`config.mk`:
```
export PLATFORM = sky130hd
export DESIGN_NAME = cdb_arbiter_flat
export DESIGN_NICKNAME = d
export VERILOG_FILES = /design/src/rtl/cdb_pkg.sv /design/src/rtl/cdb_arbiter_if.sv /design/src/rtl/rr_pick.sv /design/src/rtl/cdb_arbiter.sv /design/src/flat_wrapper.sv
export SDC_FILE = /design/constraint.sdc
export NUM_CORES = 1
export LEC_CHECK = 0
export CAP_MARGIN = 10
export CORE_MARGIN = 1.5
export CORE_UTILIZATION = 40
export DETAILED_ROUTE_END_ITERATION = 10
export PLACE_DENSITY = 0.72
export SYNTH_ARGS = -nofsm -noshare
export SYNTH_HDL_FRONTEND = slang
export SYNTH_HIERARCHICAL = 1
export SYNTH_SLANG_ARGS = --single-unit
```
`constraint.sdc`:
```
create_clock -name clock -period 2.4 [get_ports clock]
set_input_delay 0.6 -clock clock [delete_from_list [all_inputs] [get_ports clock]]
set_output_delay 0.6 -clock clock [all_outputs]
set_load 0.01 [all_outputs]
```
`src/rtl/cdb_pkg.sv`:
```
// Shared types and constants for the Common Data Bus arbiter.
//   state_e      : arbiter sequencing states (IDLE -> XMIT -> GAP -> IDLE)
//   UNIT_*       : conventional CDB_rts/CDB_xmit bit positions of the units
//   MAX_HOLD     : largest supported HOLD_CYCLES; sizes the hold counter
package cdb_pkg;

  typedef enum logic [1:0] {
    IDLE = 2'd0,
    XMIT = 2'd1,
    GAP  = 2'd2
  } state_e;

  localparam int unsigned UNIT_ADDER = 0;
  localparam int unsigned UNIT_MULT  = 1;
  localparam int unsigned UNIT_LOAD  = 2;
  localparam int unsigned UNIT_STORE = 3;

  localparam int unsigned MAX_HOLD = 15;
  localparam int unsigned HOLD_W   = $clog2(MAX_HOLD + 1);

endpackage

```
`src/rtl/cdb_arbiter_if.sv`:
```
// CDB request/grant bundle between the functional units and the arbiter.
//   CDB_rts     : per-unit ready-to-send, held until that unit's xmit falls
//   CDB_write   : bus write strobe driven by the granted unit
//   CDB_xmit    : one-hot grant, enables the unit's tri-state drivers
//   grant_valid : any grant active
//   grant_id    : index of current / most recent grantee
//   error       : one-cycle protocol-violation pulse
// master = arbiter side, slave = functional-unit side.
interface cdb_arbiter_if #(
  parameter int unsigned N_UNITS = 4,
  parameter int unsigned ID_W    = $clog2(N_UNITS)
);

  logic [N_UNITS-1:0] CDB_rts;
  logic               CDB_write;
  logic [N_UNITS-1:0] CDB_xmit;
  logic               grant_valid;
  logic [ID_W-1:0]    grant_id;
  logic               error;

  modport master (
    input  CDB_rts, CDB_write,
    output CDB_xmit, grant_valid, grant_id, error
  );

  modport slave (
    output CDB_rts, CDB_write,
    input  CDB_xmit, grant_valid, grant_id, error
  );

endinterface

```
`src/rtl/rr_pick.sv`:
```
// Combinational round-robin picker.
//   req_i   : request vector
//   ptr_i   : highest-priority index this round
//   found_c : any request present
//   idx_c   : first requesting index at or above ptr_i, wrapping
// The request vector is doubled so the wrap is a plain upward scan: bits
// below ptr_i in the low copy are masked off, the lowest remaining set bit
// is isolated with x & -x, and its position is folded back modulo N_UNITS.
module rr_pick #(
  parameter int unsigned N_UNITS = 4,
  parameter int unsigned ID_W    = $clog2(N_UNITS)
) (
  input  logic [N_UNITS-1:0] req_i,
  input  logic [ID_W-1:0]    ptr_i,
  output logic               found_c,
  output logic [ID_W-1:0]    idx_c
);

  localparam int unsigned DW = 2 * N_UNITS;

  logic [DW-1:0] dbl;
  logic [DW-1:0] masked;
  logic [DW-1:0] lowest;

  // Mask, isolate lowest set bit, encode one-hot position mod N_UNITS
  always_comb begin
    dbl     = {req_i, req_i};
    masked  = dbl & ~((DW'(1) << ptr_i) - DW'(1));
    lowest  = masked & (~masked + DW'(1));
    found_c = |req_i;
    idx_c   = '0;
    for (int i = 0; i < int'(DW); i++) begin
      if (lowest[i]) idx_c = idx_c | ID_W'(i % int'(N_UNITS));
    end
  end

endmodule

```
`src/rtl/cdb_arbiter.sv`:
```
// Round-robin arbiter for the shared Common Data Bus.
//   clock   : system clock, all state changes on posedge
//   reset_n : asynchronous active-low reset
//   bus     : cdb_arbiter_if master (rts/write in; xmit/valid/id/error out)
// Each grant holds CDB_xmit for HOLD_CYCLES, then a one-cycle GAP lets the
// unit clear its CDB_rts on the falling xmit before the next pick.
module cdb_arbiter
  import cdb_pkg::*;
#(
  parameter int unsigned N_UNITS     = 4,
  parameter int unsigned HOLD_CYCLES = 1,
  parameter int unsigned ID_W        = $clog2(N_UNITS)
) (
  input  logic          clock,
  input  logic          reset_n,
  cdb_arbiter_if.master bus
);

  localparam logic [HOLD_W-1:0] HOLD_INIT = HOLD_W'(HOLD_CYCLES - 1);
  localparam logic [ID_W-1:0]   LAST_ID   = ID_W'(N_UNITS - 1);

  state_e              state_q, state_d;
  logic [ID_W-1:0]     ptr_q, ptr_d;
  logic [HOLD_W-1:0]   hold_q, hold_d;
  logic [N_UNITS-1:0]  xmit_q, xmit_d;
  logic [ID_W-1:0]     gid_q, gid_d;
  logic                gvalid_q, gvalid_d;
  logic                err_q, err_d;
  logic                first_q, first_d;
  logic                drop_q, drop_d;

  logic                pick_found;
  logic [ID_W-1:0]     pick_idx;

  rr_pick #(
    .N_UNITS (N_UNITS),
    .ID_W    (ID_W)
  ) u_pick (
    .req_i   (bus.CDB_rts),
    .ptr_i   (ptr_q),
    .found_c (pick_found),
    .idx_c   (pick_idx)
  );

  // State and output registers
  always_ff @(posedge clock or negedge reset_n) begin
    if (!reset_n) begin
      state_q  <= IDLE;
      ptr_q    <= '0;
      hold_q   <= '0;
      xmit_q   <= '0;
      gid_q    <= '0;
      gvalid_q <= 1'b0;
      err_q    <= 1'b0;
      first_q  <= 1'b0;
      drop_q   <= 1'b0;
    end else begin
      state_q  <= state_d;
      ptr_q    <= ptr_d;
      hold_q   <= hold_d;
      xmit_q   <= xmit_d;
      gid_q    <= gid_d;
      gvalid_q <= gvalid_d;
      err_q    <= err_d;
      first_q  <= first_d;
      drop_q   <= drop_d;
    end
  end

  // Next-state and grant sequencing
  always_comb begin
    state_d  = state_q;
    ptr_d    = ptr_q;
    hold_d   = hold_q;
    xmit_d   = xmit_q;
    gid_d    = gid_q;
    gvalid_d = gvalid_q;
    err_d    = 1'b0;
    first_d  = 1'b0;
    drop_d   = drop_q;

    unique case (state_q)
      IDLE: begin
        if (pick_found) begin
          xmit_d   = N_UNITS'(1) << pick_idx;
          gid_d    = pick_idx;
          gvalid_d = 1'b1;
          hold_d   = HOLD_INIT;
          first_d  = 1'b1;
          drop_d   = 1'b0;
          state_d  = XMIT;
        end
      end
      XMIT: begin
        // A premature drop is flagged once per grant; the grant still runs
        if (!bus.CDB_rts[gid_q] && !drop_q) begin
          err_d  = 1'b1;
          drop_d = 1'b1;
        end
        if (first_q && !bus.CDB_write) err_d = 1'b1;
        if (hold_q != '0) begin
          hold_d = hold_q - HOLD_W'(1);
        end else begin
          xmit_d   = '0;
          gvalid_d = 1'b0;
          // Explicit wrap so non-power-of-two N_UNITS works
          ptr_d    = (gid_q == LAST_ID) ? '0 : gid_q + ID_W'(1);
          state_d  = GAP;
        end
      end
      GAP: begin
        state_d = IDLE;
      end
      default: begin
        state_d = IDLE;
      end
    endcase
  end

  assign bus.CDB_xmit    = xmit_q;
  assign bus.grant_valid = gvalid_q;
  assign bus.grant_id    = gid_q;
  assign bus.error       = err_q;

endmodule

```
`src/flat_wrapper.sv`:
```
// flat-port wrapper written by rule: the top's interface ports become plain ports
module cdb_arbiter_flat import cdb_pkg::*;
#(
  parameter int unsigned N_UNITS     = 4,
  parameter int unsigned HOLD_CYCLES = 1,
  parameter int unsigned ID_W        = $clog2(N_UNITS)
)
  (clock, reset_n, bus_CDB_rts, bus_CDB_write, bus_CDB_xmit, bus_grant_valid, bus_grant_id, bus_error);
  cdb_arbiter_if #(.N_UNITS(N_UNITS), .ID_W(ID_W)) bus_i ();
  input  logic clock;
  input  logic reset_n;
  input wire logic [$bits(bus_i.CDB_rts)-1:0] bus_CDB_rts;
  input wire logic [$bits(bus_i.CDB_write)-1:0] bus_CDB_write;
  output wire logic [$bits(bus_i.CDB_xmit)-1:0] bus_CDB_xmit;
  output wire logic [$bits(bus_i.grant_valid)-1:0] bus_grant_valid;
  output wire logic [$bits(bus_i.grant_id)-1:0] bus_grant_id;
  output wire logic [$bits(bus_i.error)-1:0] bus_error;
  assign bus_i.CDB_rts = bus_CDB_rts;
  assign bus_i.CDB_write = bus_CDB_write;
  assign bus_CDB_xmit = bus_i.CDB_xmit;
  assign bus_grant_valid = bus_i.grant_valid;
  assign bus_grant_id = bus_i.grant_id;
  assign bus_error = bus_i.error;
  cdb_arbiter #(.N_UNITS(N_UNITS), .HOLD_CYCLES(HOLD_CYCLES), .ID_W(ID_W)) u_core (.clock(clock), .reset_n(reset_n), .bus(bus_i));
endmodule
```
Word level (Yosys, flattened, before mapping)
Cells that the tools add are included.

Flip-flop bits (word level): 18. Input bits: 7. Output and inout bits: 8. Word-level logic and storage cells: 71.

Add/sub/neg operators: 4. Order comparisons: 1. Equality and inequality tests: 6. Shifts and indexed selects: 2. Mux-type cells: 29. Bitwise operators: 5. Reduce and logical (&&, ||, !) cells: 15.

Operators with widths (number): $and A8 B8 Y8 (2); $mux W4 (4); $not A8 Y8 (2); $pmux W4 S2 (2); $mux W2 (7); $mux W1 (12); $reduce_and A3 Y1 (3); $add A8 B1 Y8 const B (1); $shl A1 B2 Y8 const A (1); $sub A8 B1 Y8 const B (1); $ne A2 B1 Y1 const B (3); $reduce_and A2 Y1 (3); $pmux W1 S2 (2); $pmux W2 S2 (1); $reduce_bool A4 Y1 (1); $reduce_or A4 Y1 (1); $shl A1 B2 Y4 const A (1); $sub A4 B1 Y4 const B (1); $logic_not A1 Y1 (3); $lt A2 B3 Y1 const B (1); $add A2 B1 Y2 const B (1); $bmux W1 S2 (1); $eq A2 B1 Y1 const B (1); $eq A2 B2 Y1 const B (1); other kinds (5) (6).

Depth between registers and ports, before layout
Word-level depth: 16. Gate-level depth with buffers: 7. Gate-level depth less buffers: 7.

Modules after synthesis
The synthesis kept the hierarchy.

Modules (own cells, without submodules): cdb_arbiter (times used 1, cells each 73, area each 828.3 um^2, sequential area each 450.4 um^2); rr_pick (times used 1, cells each 16, area each 95.1 um^2, sequential area each 0.0 um^2).

Worst setup path before layout
Ideal clock, no wire load.

Path type: flip-flop to flip-flop. Start point: register u_core.ptr_q[1]. End point: register u_core.xmit_q[2], in the netlist u_core/bus.CDB_xmit[2]. Library setup time: 0.101 ns. Arrival time: 1.799 ns. Required time: 2.299 ns. Slack: 0.501 ns. Stages on the path, launching flop included: 7. Path buffers: 0. Period minus slack after synthesis: 1.899 ns. Cells stage by stage: dfrtp_1 > or2b_2 > ha_1 > a21o_1 > a211oi_1 > inv_1 > o32ai_1.

Elaborated cells between the ends (all ways): 16. Those cells by class: 2 x add/sub; 2 x shift; 8 x mux; 4 x bitwise.

RTL lines: start: declaration (RTL line cdb_arbiter.sv:23) `logic [ID_W-1:0] ptr_q, ptr_d;`; start signal: assignment (RTL line cdb_arbiter.sv:59) `ptr_q <= ptr_d;`; $shl A1 B2 Y8 (*) (RTL line rr_pick.sv:28) `masked = dbl & ~((DW'(1) << ptr_i) - DW'(1));`; $sub A8 B1 Y8 (*) (RTL line rr_pick.sv:28); $not A8 Y8 (*) (RTL line rr_pick.sv:28); $and A8 B8 Y8 (*) (RTL line rr_pick.sv:28); $not A8 Y8 (RTL line rr_pick.sv:29) `lowest = masked & (~masked + DW'(1));`; $add A8 B1 Y8 (RTL line rr_pick.sv:29); $and A8 B8 Y8 (*) (RTL line rr_pick.sv:29); $mux W2 (3 in a row) (RTL line rr_pick.sv:33) `if (lowest[i]) idx_c = idx_c | ID_W'(i % int'(N_UNITS));`; $mux W2 (*) (RTL line rr_pick.sv:33); via u_core.pick_idx[1] (RTL line cdb_arbiter.sv:33) `logic [ID_W-1:0] pick_idx;`; $shl A1 B2 Y4 (*) (RTL line cdb_arbiter.sv:85) `xmit_d = N_UNITS'(1) << pick_idx;`; $mux W4 (*) (RTL line cdb_arbiter.sv:84) `if (pick_found) begin`; $pmux W4 S2 (*) (RTL line cdb_arbiter.sv:82) `unique case (state_q)`; end signal: assignment (RTL line cdb_arbiter.sv:61) `xmit_q <= xmit_d;`; end: declaration (RTL line cdb_arbiter.sv:25) `logic [N_UNITS-1:0] xmit_q, xmit_d;`.

Mark *: on every way through the listed nets, which the timed path passes. The rest lies on a longest branch. The select of a mux whose other input is x is not followed. A chain may end at the register's enable or synchronous reset.

Final worst setup path
Start point: register u_core.ptr_q[0]. End point: register u_core.xmit_q[3], in the netlist u_core/bus.CDB_xmit[3].

Longest elaborated chain between the ends: 16.

Ends and longest elaborated chain (RTL line): $shl A1 B2 Y8 (*) (rr_pick.sv:28); $sub A8 B1 Y8 (*) (rr_pick.sv:28); $not A8 Y8 (*) (rr_pick.sv:28); $and A8 B8 Y8 (*) (rr_pick.sv:28); $not A8 Y8 (rr_pick.sv:29); $add A8 B1 Y8 (rr_pick.sv:29); $and A8 B8 Y8 (*) (rr_pick.sv:29); $mux W1 (rr_pick.sv:33); $mux W2 (2 in a row) (rr_pick.sv:33); $mux W1 (rr_pick.sv:33); $mux W2 (rr_pick.sv:33); $mux W2 (*) (rr_pick.sv:33); via u_core.pick_idx[0] (cdb_arbiter.sv:33); $shl A1 B2 Y4 (*) (cdb_arbiter.sv:85); $mux W4 (*) (cdb_arbiter.sv:84); $pmux W4 S2 (*) (cdb_arbiter.sv:82).

Marks and branches as above.

==> summary.txt <==
Routing
  – Final WL: 1740 um
  – Post-detailed-route DRC marker count: 0
  – Number of detailed-routing iterations run before antenna repair: 4
  – DR WL/cell: 12.9 um
  – Number of antenna-violating nets in the routed design: 0
  – Detailed-route vias per instance: 5.12
  – Total via count after detailed routing: 691
  – Count of routing violations after the opening detailed-route iteration: 13

Logic synthesis
  – Dominant combinational cell family by area after synthesis: simple AND/OR/NAND/NOR gates
  – Netlist cell types: 35
  – Area contributors post-synth: dfrtp_1, ha_1, nand2_1
  – Portion of synthesized cell area occupied by the leading cell type: 0.488
  – Portion of netlist area occupied by mux cells: 0.0678
  – Number of enable-type register cells in the synthesized netlist: 0
  – Post-synth net total: 100
  – Async S/R FF share, synth: 1.00
  – Main flop type after synthesis: dfrtp_1
  – Adder-cell share of the synthesized area: 0.0542
  – Synthesis Warnings: 6
  – Most area-hungry cell type in the Yosys netlist: dfrtp_1
  – Post-synthesis simple-gate area fraction: 0.172
  – Cell area after synthesis: between 900 and 1000 um2
  – Synthesized area per cell: 10.4 um2
  – Post-synthesis xor/xnor area fraction: 0
  – Post-synthesis sequential area ratio: 0.488
  – Synth cell count leaders: dfrtp_1, nand2_1, inv_1, nor2_1
  – Most numerous cell in the Yosys netlist: dfrtp_1
  – Area fraction in compound gates after synthesis: 0.156
  – Gate count after technology mapping: 89
  – #FFs+latches synth: 18

Clock tree
  – Level count of the clock H-tree: 1
  – Post-CTS Setup Bufs: 0
  – Clock network latency to the later pin of the worst-skew pair: 290 ps
  – Clock transition time at the flip-flop clock pins of the worst setup and hold paths: 110 ps
  – Count of hold-fix buffers inserted at cts: 0
  – Post-cts sizing count: 0
  – Clock Tree Buf Depth: 2
  – Sinks on Clock Net: 18
  – Master cell of the clock root buffer: clkbuf_4
  – CTS tree: built
  – Number of buffers added by the clock tree synthesis step: 3

Final layout
  – Net total in the final layout: 119
  – Inserted Diodes: 0
  – Area of combinational cells with multiple inputs: 415 um2
  – Area taken by flip-flops and latches: 450 um2
  – Layout cells sized above 1: 0.140
  – Final Core Density: 0.517
  – Fillers: 203
  – Synth-to-layout area growth: 22.8%
  – Final std cells w/o fill: approximately 140

Floorplanning
  – Horizontal extent of the die: between 50 and 60 um
  – Core outline area: 2190 um2
  – Initial Utilization: 0.421
  – Chip Height: 51.0 um
  – Die ar.: 2610 um2
  – Placement row count: 17
  – Boundary pin count: 15

Global routing
  – Maximum number of pins on one net before global-route repair: 19
  – Met1 track demand over resource in global routing: 0.212
  – M3 GR Usage: 0.0526
  – All-Layer GR Usage: 0.162
  – Global routing usage on met2: 0.266
  – Via count of the first global-routing pass: 711
  – Initial antenna violation count: 0
  – Busiest layer in global routing: met2
  – Overflow left after global routing: 0
  – Wire length of the first global-routing pass: 3150 um

Timing
  – Final worst path period need: roughly 2100 ps
  – Slew Limit Fails: 0
  – Worst slew slack as a fraction of its limit: 0.673
  – # setup viols final: 0
  – Max Fclk: about 480 MHz
  – Worst-margin pin slew: 491 ps
  – Share of the cycle needed by the critical path after routing: 0.874
  – Post-route clock skew: roughly 4.3 ps
  – Total negative slack: 0 ps
  – Endpoints failing hold: 0
  – Setup repair after global routing missed its margin: no

Pwr
  – Pwr Density: between 1000 and 1500 nW/um2
  – Overall power after layout: ~1.5 mW
  – Static leakage: 0.516 nW
  – Worst VDD drop: 662 uV

Setup path
  – Worst path max stage delay: 430 ps
  – Arrival @ worst endpoint: between 2000 and 2500 ps
  – Critical path capture point type: register
  – Maximum fanout encountered on the critical timing path: 5
  – CP max-delay cell: a211oi_1
  – Critical path data required time: 2600 ps
  – CP top delay family: compound AO/OA/AOI/OAI gates
  – Crit-path cells: or2b_2 -> ha_1 -> o21ai_1 -> a211oi_1 -> inv_1 -> o32ai_1
  – Worst Setup Path Type: register to register
  – Crit path launch type: register
  – Number of buffers and inverters on the critical path: 1

Status
  – Status: finished clean

Placement
  – Inst Count DP: roughly 130
  – HPWL after DPL: between 1000 and 1500 um
  – Placer congestion estimate: 0.859
  – Quantity of I/O buffers inserted on ports: 14

Min path
  – Hold Path Class: register to register

Job
  – Count of maximum capacitance violations: 0
power by group:
group	switching, mW	leakage, nW	internal, mW
Combinational	0.362	0.271	0.376
Sequential	0.116	0.224	0.440
Clock	0.0952	0.0210	0.0925
Total	0.573	0.516	0.908
state kept, by name, indices dropped and copies added, names as in the netlist:
register                count
u_core/drop_q               1
u_core/first_q              1
u_core/bus.grant_valid      1
u_core/state_q              2
u_core/hold_q               4
u_core/bus.grant_id         2
u_core/ptr_q                2
u_core/bus.error            1
u_core/bus.CDB_xmit         4
worst register-to-register path, stage by stage (launching register included):
cell	delay, ps
dfrtp_1	420
or2b_2	310
ha_1	310
o21ai_1	70
a211oi_1	430
inv_1	150
o32ai_1	320
placed cells by master, fill, tap and decap left out, types with 2 or more instances in the layout:
cell type	instances
dfrtp_1	18
clkdlybuf4s50_1	14
nand2_1	13
inv_1	8
nor2_1	5
o32ai_1	4
ha_1	4
clkbuf_4	3
o21ai_1	3
buf_4	3
nor2b_1	2
mux2_4	2
nand3_1	2
o311ai_0	2
a21oi_1	2
a211oi_1	2
layout make-up:
type | instances | area share
inverter | 9 | 0.0298
tap | 28 | 0.0309
clock buffer | 4 | 0.0320
sequential | 18 | 0.397
timing repair buffer | 17 | 0.143
multi-input combinational | 59 | 0.366
final timing paths:
path                                                       to                         from  slack, ps  cells after the start
setup / recovery           u_core/bus.CDB_xmit[3]$_DFFE_PN0P_  u_core/ptr_q[0]$_DFFE_PN0P_        300                      6
hold / removal                      u_core/drop_q$_DFFE_PN0P_    u_core/drop_q$_DFFE_PN0P_        490                      1
setup reg to reg           u_core/bus.CDB_xmit[3]$_DFFE_PN0P_  u_core/ptr_q[0]$_DFFE_PN0P_        300                      6
hold reg to reg                     u_core/drop_q$_DFFE_PN0P_    u_core/drop_q$_DFFE_PN0P_        490                      1
max in group asynchronous  u_core/bus.grant_id[0]$_DFFE_PN0P_                      reset_n       1580                      2
min in group asynchronous       u_core/state_q[0]$_DFFE_PN0P_                      reset_n        630                      2
logic make-up after synthesis:
kind of cell	Yosys count
AND/OR/NAND/NOR	31
flip-flops	18
multiplexers	4
buffers and inverters	12
AO/OA/AOI/OAI	20
adder cells (fa/ha/maj)	4
metal layers:
metal	vias up	share of wire
met1	331	0.45
met5	-	0
met4	0	0
met2	15	0.51
li1	345	-
met3	0	0.045
stage by stage:
| step | setup WS [ps] | hold slack [ps] | instance area, um2 |
|---|---|---|---|
| floorplan | 501 | 304 | 923 |
| global placement | 156 | 480 | 1100 |
| global route | 136 | 516 | 1130 |
| finish | 302 | 494 | 1130 |
| CTS | 305 | 497 | 1130 |
| detailed placement | 85.7 | 476 | 1100 |
Note: power is estimated with default switching activity, not from simulation.
